[src/rtl/mult_rr_sched.sv]
// Round-robin arbiter sharing one unsigned WxW multiplier among NREQ valid/ready requesters.
// Result appears MUL_LAT edges after accept; no new accept until the result handshakes.
module mult_rr_sched #(
   parameter int NREQ    = 4,
   parameter int W       = 4,
   parameter int MUL_LAT = 2,
   parameter int IDW     = 2
) (
   input  logic              clk,
   input  logic              rst_n,
   input  logic [NREQ-1:0]   req_valid,
   output logic [NREQ-1:0]   req_ready,
   input  logic [NREQ*W-1:0] req_a,
   input  logic [NREQ*W-1:0] req_b,
   output logic              res_valid,
   input  logic              res_ready,
   output logic [2*W-1:0]    res_data,
   output logic [IDW-1:0]    res_id,
   output logic              busy
);

   localparam int CW = (MUL_LAT < 2) ? 1 : $clog2(MUL_LAT + 1);

   typedef enum logic [1:0] {
      IDLE = 2'd0,
      CALC = 2'd1,
      RESP = 2'd2
   } state_t;

   state_t          state;
   logic [IDW-1:0]  ptr;
   logic [CW-1:0]   cnt;
   logic [W-1:0]    op_a;
   logic [W-1:0]    op_b;
   logic [IDW-1:0]  op_id;

   logic            gnt_vld;
   logic [IDW-1:0]  gnt_idx;
   logic [2*W-1:0]  prod;

   // Scan from the farthest offset down so the nearest valid index at/after ptr wins.
   always_comb begin
      gnt_vld = 1'b0;
      gnt_idx = '0;
      for (int k = NREQ - 1; k >= 0; k--) begin
         if (req_valid[(int'(ptr) + k) % NREQ]) begin
            gnt_vld = 1'b1;
            gnt_idx = IDW'((int'(ptr) + k) % NREQ);
         end
      end
   end

   always_comb begin
      req_ready = '0;
      if (rst_n && state == IDLE && gnt_vld)
         req_ready = NREQ'(1) << gnt_idx;
   end

   assign prod = (2*W)'(op_a) * (2*W)'(op_b);
   assign busy = (state != IDLE);

   always_ff @(posedge clk or negedge rst_n) begin
      if (!rst_n) begin
         state     <= IDLE;
         ptr       <= '0;
         cnt       <= '0;
         op_a      <= '0;
         op_b      <= '0;
         op_id     <= '0;
         res_valid <= 1'b0;
         res_data  <= '0;
         res_id    <= '0;
      end else begin
         case (state)
            IDLE: begin
               if (gnt_vld) begin
                  op_a  <= req_a[gnt_idx*W +: W];
                  op_b  <= req_b[gnt_idx*W +: W];
                  op_id <= gnt_idx;
                  ptr   <= (int'(gnt_idx) == NREQ - 1) ? '0 : gnt_idx + 1'b1;
                  cnt   <= CW'(MUL_LAT);
                  state <= CALC;
               end
            end
            CALC: begin
               if (cnt == CW'(1)) begin
                  res_data  <= prod;
                  res_id    <= op_id;
                  res_valid <= 1'b1;
                  state     <= RESP;
               end
               cnt <= cnt - 1'b1;
            end
            RESP: begin
               if (res_ready) begin
                  res_valid <= 1'b0;
                  state     <= IDLE;
               end
            end
            default: state <= IDLE;
         endcase
      end
   end

endmodule

[config.mk]
export PLATFORM = sky130hd
export DESIGN_NAME = mult_rr_sched
export DESIGN_NICKNAME = d
export VERILOG_FILES = /design/src/rtl/mult_rr_sched.sv
export SDC_FILE = /design/constraint.sdc
export NUM_CORES = 1
export LEC_CHECK = 0
export CAP_MARGIN = 20
export CORE_MARGIN = 5
export CORE_UTILIZATION = 45
export CTS_CLUSTER_SIZE = 12
export DETAILED_ROUTE_END_ITERATION = 12
export DONT_BUFFER_PORTS = 1
export PLACE_DENSITY_LB_ADDON = 0.08
export SLEW_MARGIN = 5
export SYNTH_ARGS = -nofsm -noshare
export SYNTH_HDL_FRONTEND = slang
export SYNTH_SLANG_ARGS = --single-unit
[constraint.sdc]
create_clock -name clk -period 3.52 [get_ports clk]
set_clock_uncertainty 0.05 [all_clocks]
set_input_delay 0.352 -clock clk [delete_from_list [all_inputs] [get_ports clk]]
set_output_delay 0.352 -clock clk [all_outputs]
set_load 0.005 [all_outputs]
# Word-level counts from Yosys, hierarchy flattened
# Cells that the tools add are included.
[word_totals] reg_bits=27 latch_bits=0 ram_bits=0 mem_bits_ro=0 input_bits=39 elab_cells=76 memories=0
[op_classes] add_sub_neg=5 multipliers=1 div=0 magnitude_cmp=4 n_eq_ne=7 n_shift=3 muxes=30 bitwise_logic=3 reduce_logical=14
[ops] cell="indexed part select 16 x 5 -> 4 bit" count=2
[ops] cell="two-way mux 2 bit" count=9
[ops] cell="two-way mux 1 bit" count=13
[ops] cell="< comparator 3 x 4 -> 1 bit (second input constant)" count=3
[ops] cell="binary-select mux 1 bit (select 2 bit)" count=4
[ops] cell="multiplier 4 x 4 -> 8 bit" count=1
[ops] cell="== test 2 x 1 -> 1 bit (second input constant)" count=3
[ops] cell="inequality test 2 bit (second input constant)" count=3
[ops] cell="one-hot mux 2 bit (3 select lines)" count=1
[ops] cell="AND reduction 2 bit" count=3
[ops] cell="AND reduction 3 bit" count=2
[ops] cell="nonzero test 2 bit" count=3
[ops] cell="OR reduction 2 bit" count=3
[ops] cell="adder 2 x 1 -> 2 bit (second input constant)" count=2
[ops] cell="adder 2 bit (second input constant)" count=2
[ops] cell="two-way mux 4 bit" count=1
[ops] cell="one-hot mux 2 bit (2 select lines)" count=1
[ops] cell="left shift 1 x 2 -> 4 bit (first input constant)" count=1
[ops] cell="AND 1 bit (first input constant)" count=3
[ops] cell="< comparator 2 x 3 -> 1 bit (second input constant)" count=1
[ops] cell="== test 2 bit (second input constant)" count=1
[ops] cell="logical AND 1 bit" count=2
[ops] cell="logical NOT 2 bit" count=1
[ops] cell="one-hot mux 1 bit (2 select lines)" count=1
[ops] cell="subtractor 2 x 1 -> 2 bit (second input constant)" count=1

# Longest topological paths before layout
# Gate-level depths: netlist of run 1.
[depth] ltp_word=12 mapped_depth=11

# Least setup slack after synthesis of run 1
# No wires, ideal clock.
[synth_path] path_type="register to register" start="register op_a[0]" end="register res_data[6]" t_arrival_ps=2535 setup_slack_ps=852 stages_incl_launch_ff=12 n_path_buf=0 path_cell_list="dfrtp_1 -> nand2_1 -> fa_1 -> inv_1 -> fa_1 -> inv_1 -> fa_1 -> inv_1 -> a21o_1 -> a21oi_1 -> xor2_1 -> o21ai_0"
[synth_via] elab_chain_cells=1
[synth_lines] element="from (decl)" line_no="33" text="logic [W-1:0] op_a;"
[synth_lines] element="from (signal assigned)" line_no="77" text="op_a <= req_a[gnt_idx*W +: W];"
[synth_lines] element="multiplier 4 x 4 -> 8 bit" line_no="59" text="assign prod = (2*W)'(op_a) * (2*W)'(op_b);"
[synth_lines] element="to (signal assigned)" line_no="87" text="res_data <= prod;"
[synth_lines] element="to (decl)" line_no="17" text="output logic [2*W-1:0] res_data,"
# Every way passes these cells.
# A chain may end at the register's enable or synchronous reset.

# Worst setup path after layout of run 1
[layout_path] start="register op_b[3]" end="register res_data[6]"
[layout_via] elab_chain_cells=1
[layout_lines] element="from (decl)" line_no="34" text="logic [W-1:0] op_b;"
[layout_lines] element="from (signal assigned)" line_no="78" text="op_b <= req_b[gnt_idx*W +: W];"
[layout_lines] element="multiplier 4 x 4 -> 8 bit" line_no="59"
# Every way passes these cells.

==> impl_metrics.json, run 1 <==
{
  "grtUsageTotal_pct": 14.4,
  "post_drt_wl_per_cell_um": 15.4,
  "overflow": 0,
  "htree_levels": 1,
  "total_power_w": 0.00154,
  "dpl-instance-area_um2": 1980,
  "criticalPathCategory": "flip-flop to flip-flop",
  "hold-path-cell-count": 1,
  "clockRootBuffer": "clkbuf_8",
  "synth_top_area_share_pct": 34.9,
  "antenna_found_initial": 0,
  "syn_inst": 199,
  "startpoint_type": "flip-flop",
  "start_util_pct": 47.4,
  "die_area_um2": 5710,
  "fin_tns_setup_ns": 0,
  "synth_compound_area_share_pct": 15.4,
  "ant_nets": 0,
  "fmax_mhz": 354,
  "synth_fa_ha_area_share_pct": 15.1,
  "num_vias": 1438,
  "clk_pin_slew_worst_paths_ns": 0.09,
  "async_flop_share_pct": 100,
  "status": "finished clean",
  "hold_slack_ns": 0.107,
  "dr.pass1.iters": 4,
  "critPathArrivalTime_ns": 2.96,
  "setup_viol": 0,
  "setup_slack_ns": 0.694,
  "r2r_end": "res_data[6]$_DFFE_PN0P_",
  "maxSlewViolCount": 0,
  "cp_data_required_time_ns": 3.65,
  "seq_area_um2": 676,
  "timing.final.crit_share_pct": 80.3,
  "min_to": "state[1]$_DFFE_PN0P_",
  "routed_wl_um": 3870,
  "synth_flop_cell": "dfrtp_1",
  "yosysTopAreaCell": "dfrtp_1",
  "leakage_nw": 1.01,
  "coreArea_um2": 4090,
  "cellPowerDensity_nw_per_um2": 751,
  "cp_max_fo": 5,
  "synth_top_family_by_area": "simple AND/OR/NAND/NOR gates",
  "num-nets-final": 262,
  "rsz0062_at_grt": "no",
  "reg2reg_depth": 11,
  "cts_made_buffers": 3,
  "area_growth_pct": 6.08,
  "muxShareOfSynthArea_pct": 8.66,
  "synth_area_leaders": "dfrtp_1, ha_1, mux2_4",
  "die_x_um": 75.6,
  "dpl.hpwl_um": 3080,
  "worst_pin_slew_ns": 0.589,
  "drc": 0,
  "rows": 23,
  "n_fill_cell": 388,
  "synth_seq_cells": 27,
  "multi_input_area_um2": 1180,
  "drive_gt1_share_pct": 10.9,
  "synth_area_um2": 1940,
  "grt_pass1_wl_um": 6470,
  "dpl_worst_slack_ns": 0.684,
  "fin_crit_ns": 2.83,
  "hold_viol": 0,
  "die_y_um": 75.6,
  "synth-edff-count": 0,
  "yosysSeqAreaShare_pct": 34.9,
  "clk_latency_ns": 0.26,
  "cts_buffer_depth": 2,
  "hp-class": "input port to flip-flop",
  "ctsResizeCount": 0,
  "grt_pass1_vias": 1477,
  "reg2reg_from": "op_b[3]$_DFFE_PN0P_",
  "end_kind": "flip-flop",
  "ioPinCount": 55,
  "drt-initial-drc-count": 52,
  "cts_tree": "built",
  "syn_nets": 259,
  "cts.sinks": 27,
  "port_buffers": 0,
  "synth-simple-area-share_pct": 20.6,
  "design_area_um2": 2050,
  "hp-start": "res_ready",
  "avgSynthCellArea_um2": 9.73,
  "synth_cell_type_count": 39,
  "viasPerCell": 5.73,
  "n_antenna_cell": 0,
  "slew_headroom_pct": 60.6,
  "maxCapViolCount": 0,
  "reg2reg_slack_ns": 0.69,
  "synth_xor_area_share_pct": 1.36,
  "irDropWorstVdd_mv": 0.264,
  "place.gp.congestion": 0.791,
  "grt_max_degree": 28,
  "ys.warnings.count": 0
}
worst max path at each step:
| stage | from | endpoint | slack [ns] | depth (start not counted) |
|---|---|---|---|---|
| 3_5_place_dp | op_b[3]$_DFFE_PN0P_ | res_data[6]$_DFFE_PN0P_ | 0.68 | 11 |
| 3_3_place_gp | op_a[0]$_DFFE_PN0P_ | res_data[6]$_DFFE_PN0P_ | 0.76 | 11 |
| 5_1_grt | op_b[3]$_DFFE_PN0P_ | res_data[6]$_DFFE_PN0P_ | 0.49 | 11 |
| 4_1_cts | op_b[3]$_DFFE_PN0P_ | res_data[6]$_DFFE_PN0P_ | 0.66 | 11 |
| 6_report | op_b[3]$_DFFE_PN0P_ | res_data[6]$_DFFE_PN0P_ | 0.69 | 11 |
| 2_1_floorplan | op_a[0]$_DFFE_PN0P_ | res_data[6]$_DFFE_PN0P_ | 0.85 | 11 |
Yosys cell counts, types with 3 or more instances:
cell	count
fa_1	4
a21o_1	3
and3_1	4
mux2_2	5
ha_1	17
mux2_4	6
inv_1	13
dfrtp_1	27
nand2_1	17
nor2_1	9
o21ai_0	14
and2_1	13
a21oi_1	16
nand3_1	10
nor3b_1	3
a221o_1	8
cells by family (layout without fill, tap and decap cells):
logic type | after synthesis | count (layout)
AND/OR/NAND/NOR | 70 | 70
adder cells (fa/ha/maj) | 21 | 21
AO/OA/AOI/OAI | 47 | 47
flip-flops | 27 | 27
XOR/XNOR | 3 | 3
multiplexers | 13 | 13
buffers and inverters | 18 | 20
cell type report:
class                   instances  share of cell area, %
repair buffers                  3                   1.83
inverters                      13                   2.38
multi-input cells             154                   57.6
flip-flops and latches         27                   32.9
clock buffers                   4                   2.19
well taps                      50                   3.05
report_power, final:
| group | internal [W] | total, W | switching (W) | leakage [nW] |
|---|---|---|---|---|
| Clock | 0.0000809 | 0.000174 | 0.0000927 | 0.0228 |
| Sequential | 0.000446 | 0.000581 | 0.000135 | 0.339 |
| Combinational | 0.000372 | 0.000787 | 0.000414 | 0.643 |
| Total | 0.000899 | 0.00154 | 0.000642 | 1.01 |
stage by stage:
step	std cells	util (%)
after detailed placement	245	48.4
after floorplan	199	-
after CTS	251	50.2
after global routing	251	50.2
final	251	50.2
after global placement	245	48.4
repair_timing:
item / in CTS / in global routing
hold buffers: 2 / 0
buffers inserted: 0 / 0
endpoints found under the setup margin: 0 / 0
endpoints found under the hold margin: 27 / 0
layout by cell type (no fill, tap or decap), types with 4 or more instances in the layout:
cell     instances
a21oi_1         16
a221o_1          8
and2_1          13
and3_1           4
dfrtp_1         27
fa_1             4
ha_1            17
inv_1           13
mux2_2           5
mux2_4           6
nand2_1         17
nand3_1         10
nor2_1           9
o21ai_0         14
routing by layer:
layer | GRT usage [%] | vias to the layer above | wire, um
met3 | 2.51 | 4 | 215
met4 | 4.27 | 0 | 28
met5 | 0 | - | 0
li1 | - | 715 | -
met1 | 18.9 | 670 | 1840
met2 | 24.2 | 49 | 1790
registers in the layout, summed over array words and instances (netlist names), 2 cells and up:
| register | flops |
|---|---|
| state | 2 |
| op_a | 4 |
| ptr | 2 |
| op_b | 4 |
| res_id | 2 |
| res_data | 8 |
| cnt | 2 |
| op_id | 2 |
critical path, stage by stage (launching register included):
cell and delay (ns):
dfrtp_1 0.42, nand2_1 0.10, fa_1 0.53, inv_1 0.05
fa_1 0.55, inv_1 0.06, fa_1 0.45, inv_1 0.07
a21o_1 0.11, a21oi_1 0.07, xor2_1 0.14, o21ai_0 0.14
Note: power is estimated with default switching activity, not from simulation.
==> run 2: changes to the inputs <==
--- a/config.mk
+++ b/config.mk
@@ -5,6 +5,7 @@
 export SDC_FILE = /design/constraint.sdc
 export NUM_CORES = 1
 export LEC_CHECK = 0
+export ABC_AREA = 1
 export CAP_MARGIN = 20
 export CORE_MARGIN = 5
 export CORE_UTILIZATION = 45
==> constraint.sdc (replaced) <==
create_clock -name clk -period 2.6 [get_ports clk]
set_clock_uncertainty 0.05 [all_clocks]
set_input_delay 0.26 -clock clk [delete_from_list [all_inputs] [get_ports clk]]
set_output_delay 0.26 -clock clk [all_outputs]
set_load 0.005 [all_outputs]
==> impl_metrics.json, run 2 <==
{
  "status": "finished with violations",
  "violations": "setup timing",
  "design_area_um2": 2440,
  "cts_tree": "built",
  "n_fill_cell": 469,
  "reg_top3": "res_data: 8 flops, op_a: 4 flops, op_b: 4 flops",
  "timing.final.crit_share_pct": 106,
  "slowest_stage": "fa_1",
  "avgSynthCellArea_um2": 6.96,
  "mostFrequentLayoutCell": "nand2_1",
  "hold-path-cell-count": 1,
  "port_buffers": 0,
  "switching_share_pct": 50.2,
  "hp-start": "res_ready",
  "largest_register_ffs": 8,
  "area_growth_pct": 10.2,
  "async_flop_share_pct": 100,
  "min_to": "state[1]$_DFFE_PN0P_",
  "fin_crit_ns": 2.77,
  "yosysMostFrequentCell": "nand2_1",
  "ioPinCount": 55,
  "reg2reg_from": "op_a[2]$_DFFE_PN0P_",
  "syn_nets": 378,
  "clk_latency_ns": 0.27,
  "rsz0062_at_grt": "yes",
  "grt_pass1_vias": 1722,
  "p_clk_share_pct": 7.4,
  "final_cell_mix": "nand2_1, inv_1, nand3_1, dfrtp_1, ha_1",
  "synth-edff-count": 0,
  "cts.sinks": 27,
  "synth_seq_cells": 27,
  "drive_gt1_share_pct": 13.0,
  "synth_top_area_share_pct": 30.5,
  "reg2reg_depth": 14,
  "cp.depth": 14,
  "hold_slack_ns": 0.0264,
  "place.gp.congestion": 0.836,
  "maxCapViolCount": 0,
  "num_vias": 1828,
  "coreArea_um2": 4750,
  "setup_slack_ns": -0.166,
  "slowest_delay_ns": 0.53,
  "switchingPower_w": 0.00163,
  "finish.utilization_pct": 51.3,
  "cp_top_family": "adder cells",
  "worst_pin_slew_ns": 0.472,
  "viasPerCell": 4.59,
  "yosysTopAreaCell": "dfrtp_1",
  "die_y_um": 80.1,
  "end_kind": "flip-flop",
  "crit_chain": "nand2_2 -> fa_1 -> inv_1 -> fa_1 -> ha_1 -> a21oi_1 -> nor2_1 -> nor2_1 -> nor2_1 -> or2_4 -> a21oi_2 -> nand2_1 -> nand3_1 -> nand2_1",
  "syn_inst": 318,
  "yosysSeqAreaShare_pct": 30.5,
  "die_area_um2": 6420,
  "cp_data_required_time_ns": 2.72,
  "hold_viol": 0,
  "routed_wl_um": 4370,
  "ys.warnings.count": 0,
  "cp_common_cell": "nor2_1",
  "criticalPathCategory": "flip-flop to flip-flop",
  "rows": 25,
  "dr.pass1.iters": 4,
  "fin_tns_setup_ns": -0.182,
  "largest_register": "res_data",
  "drc": 0,
  "r2r_end": "res_data[7]$_DFFE_PN0P_",
  "synth_flop_cell": "dfrtp_1",
  "die_x_um": 80.1,
  "crit_buf_inv": 1,
  "overflow": 0,
  "critPathArrivalTime_ns": 2.88,
  "htree_levels": 1,
  "maxSlewViolCount": 0,
  "cp_max_fo": 3,
  "reg2reg_slack_ns": -0.17,
  "grt_max_degree": 28,
  "synth_area_leaders": "dfrtp_1, nand2_1, inv_1",
  "setup_viol": 2,
  "seqPwrFrac_pct": 24.0,
  "ant_nets": 0,
  "grtUsageTotal_pct": 14.5,
  "fmax_mhz": 361,
  "hp-class": "input port to flip-flop",
  "seq_area_um2": 677,
  "antenna_found_initial": 0,
  "p_int_w": 0.00161,
  "slew_headroom_pct": 68.5,
  "num-nets-final": 392,
  "dpl.hpwl_um": 3580,
  "post_drt_wl_per_cell_um": 11.0,
  "synth_cell_type_count": 28,
  "grt_pass1_wl_um": 7550,
  "n_antenna_cell": 0,
  "post_cts_buffers": 0,
  "startpoint_type": "flip-flop",
  "placed_cells": 392,
  "cellPowerDensity_nw_per_um2": 1330,
  "power_frac_comb_pct": 68.6,
  "clk_pin_slew_worst_paths_ns": 0.10,
  "drt-initial-drc-count": 75,
  "irDropWorstVdd_mv": 0.768,
  "cts_buffer_depth": 2,
  "clockRootBuffer": "clkbuf_8",
  "synth_area_um2": 2210,
  "start_util_pct": 46.5,
  "multi_input_area_um2": 1220,
  "cts_made_buffers": 3,
  "fin_cells": 398,
  "synthTopCellsByCount": "nand2_1, inv_1, nand3_1",
  "leakage_nw": 1.46,
  "dpl-instance-area_um2": 2340
}
[run 2: cell types whose count changed in the layout (fill, tap and decap cells not counted), sizes merged, moves of 4 or more]
cell	change
a221o	-8
a21oi	-11
and2	-13
nor2	+7
nand3	+24
inv	+56
mux2	-12
o211ai	+4
buf	+14
nand2	+94
o21ai	-4
and3	-4
[run 2: worst reg2reg max path, stage by stage, from the launching register on]
cell and delay [ns]:
dfrtp_1 0.37, nand2_2 0.07, fa_1 0.53, inv_1 0.05, fa_1 0.45, ha_1 0.28
a21oi_1 0.12, nor2_1 0.07, nor2_1 0.10, nor2_1 0.07, or2_4 0.23, a21oi_2 0.12
nand2_1 0.06, nand3_1 0.06, nand2_1 0.05
[run 2: layout make-up]
class / count / share of cell area, %
sequential: 27 / 27.8
clock inverter: 1 / 0.205
multi-input combinational: 214 / 50.2
timing repair buffer: 17 / 5.85
tap: 67 / 3.44
inverter: 69 / 10.8
clock buffer: 3 / 1.69
[run 2: timing repair]
| action | CTS | global route |
|---|---|---|
| resized for setup | 2 | 2 |
| hold buffers | 2 | 0 |
| setup endpoints to repair | 3 | 8 |
| endpoints found under the hold margin | 27 | 0 |
[run 2: layer usage]
| metal | part of all wire (%) | track usage, % | wire length (um) |
|---|---|---|---|
| met3 | 5.5 | 2.35 | 240 |
| met2 | 44 | 22.8 | 1940 |
| met5 | 0 | 0 | 0 |
| met1 | 49 | 19.9 | 2140 |
| met4 | 1.1 | 5.07 | 48 |
[run 2: kinds of logic after synthesis]
| group | count (synthesis) | share of synthesized area [%] |
|---|---|---|
| AO/OA/AOI/OAI | 23 | 6.67 |
| XOR/XNOR | 2 | 0.792 |
| adder cells (fa/ha/maj) | 21 | 13.2 |
| buffers and inverters | 77 | 15.3 |
| flip-flops | 27 | 30.5 |
| AND/OR/NAND/NOR | 168 | 33.5 |
[run 2: power groups by stage]
stage | combinational (W) | clock (W) | sequential (W)
after detailed placement | 0.00219 | 0 | 0.000786
after CTS | 0.00222 | 0.000249 | 0.000782
after global routing | 0.00256 | 0.000260 | 0.000809
final | 0.00222 | 0.000240 | 0.000778
after global placement | 0.00218 | 0 | 0.000781
after floorplan | 0.00176 | 0 | 0.000761
[run 2: worst max path at each step]
stage | startpoint | end | slack, ns
after floorplan | op_a[2]$_DFFE_PN0P_ | res_data[7]$_DFFE_PN0P_ | -0.14
after global placement | op_a[2]$_DFFE_PN0P_ | res_data[7]$_DFFE_PN0P_ | -0.14
after detailed placement | op_a[2]$_DFFE_PN0P_ | res_data[7]$_DFFE_PN0P_ | -0.18
after CTS | op_a[2]$_DFFE_PN0P_ | res_data[7]$_DFFE_PN0P_ | -0.19
after global routing | op_a[2]$_DFFE_PN0P_ | res_data[7]$_DFFE_PN0P_ | -0.36
final | op_a[2]$_DFFE_PN0P_ | res_data[7]$_DFFE_PN0P_ | -0.17
[run 2: metrics by stage]
stage	total power, W	setup slack, ns
global placement	0.00296	-0.143
detailed placement	0.00298	-0.185
floorplan	0.00252	-0.137
global route	0.00363	-0.359
finish	0.00324	-0.166
CTS	0.00325	-0.194
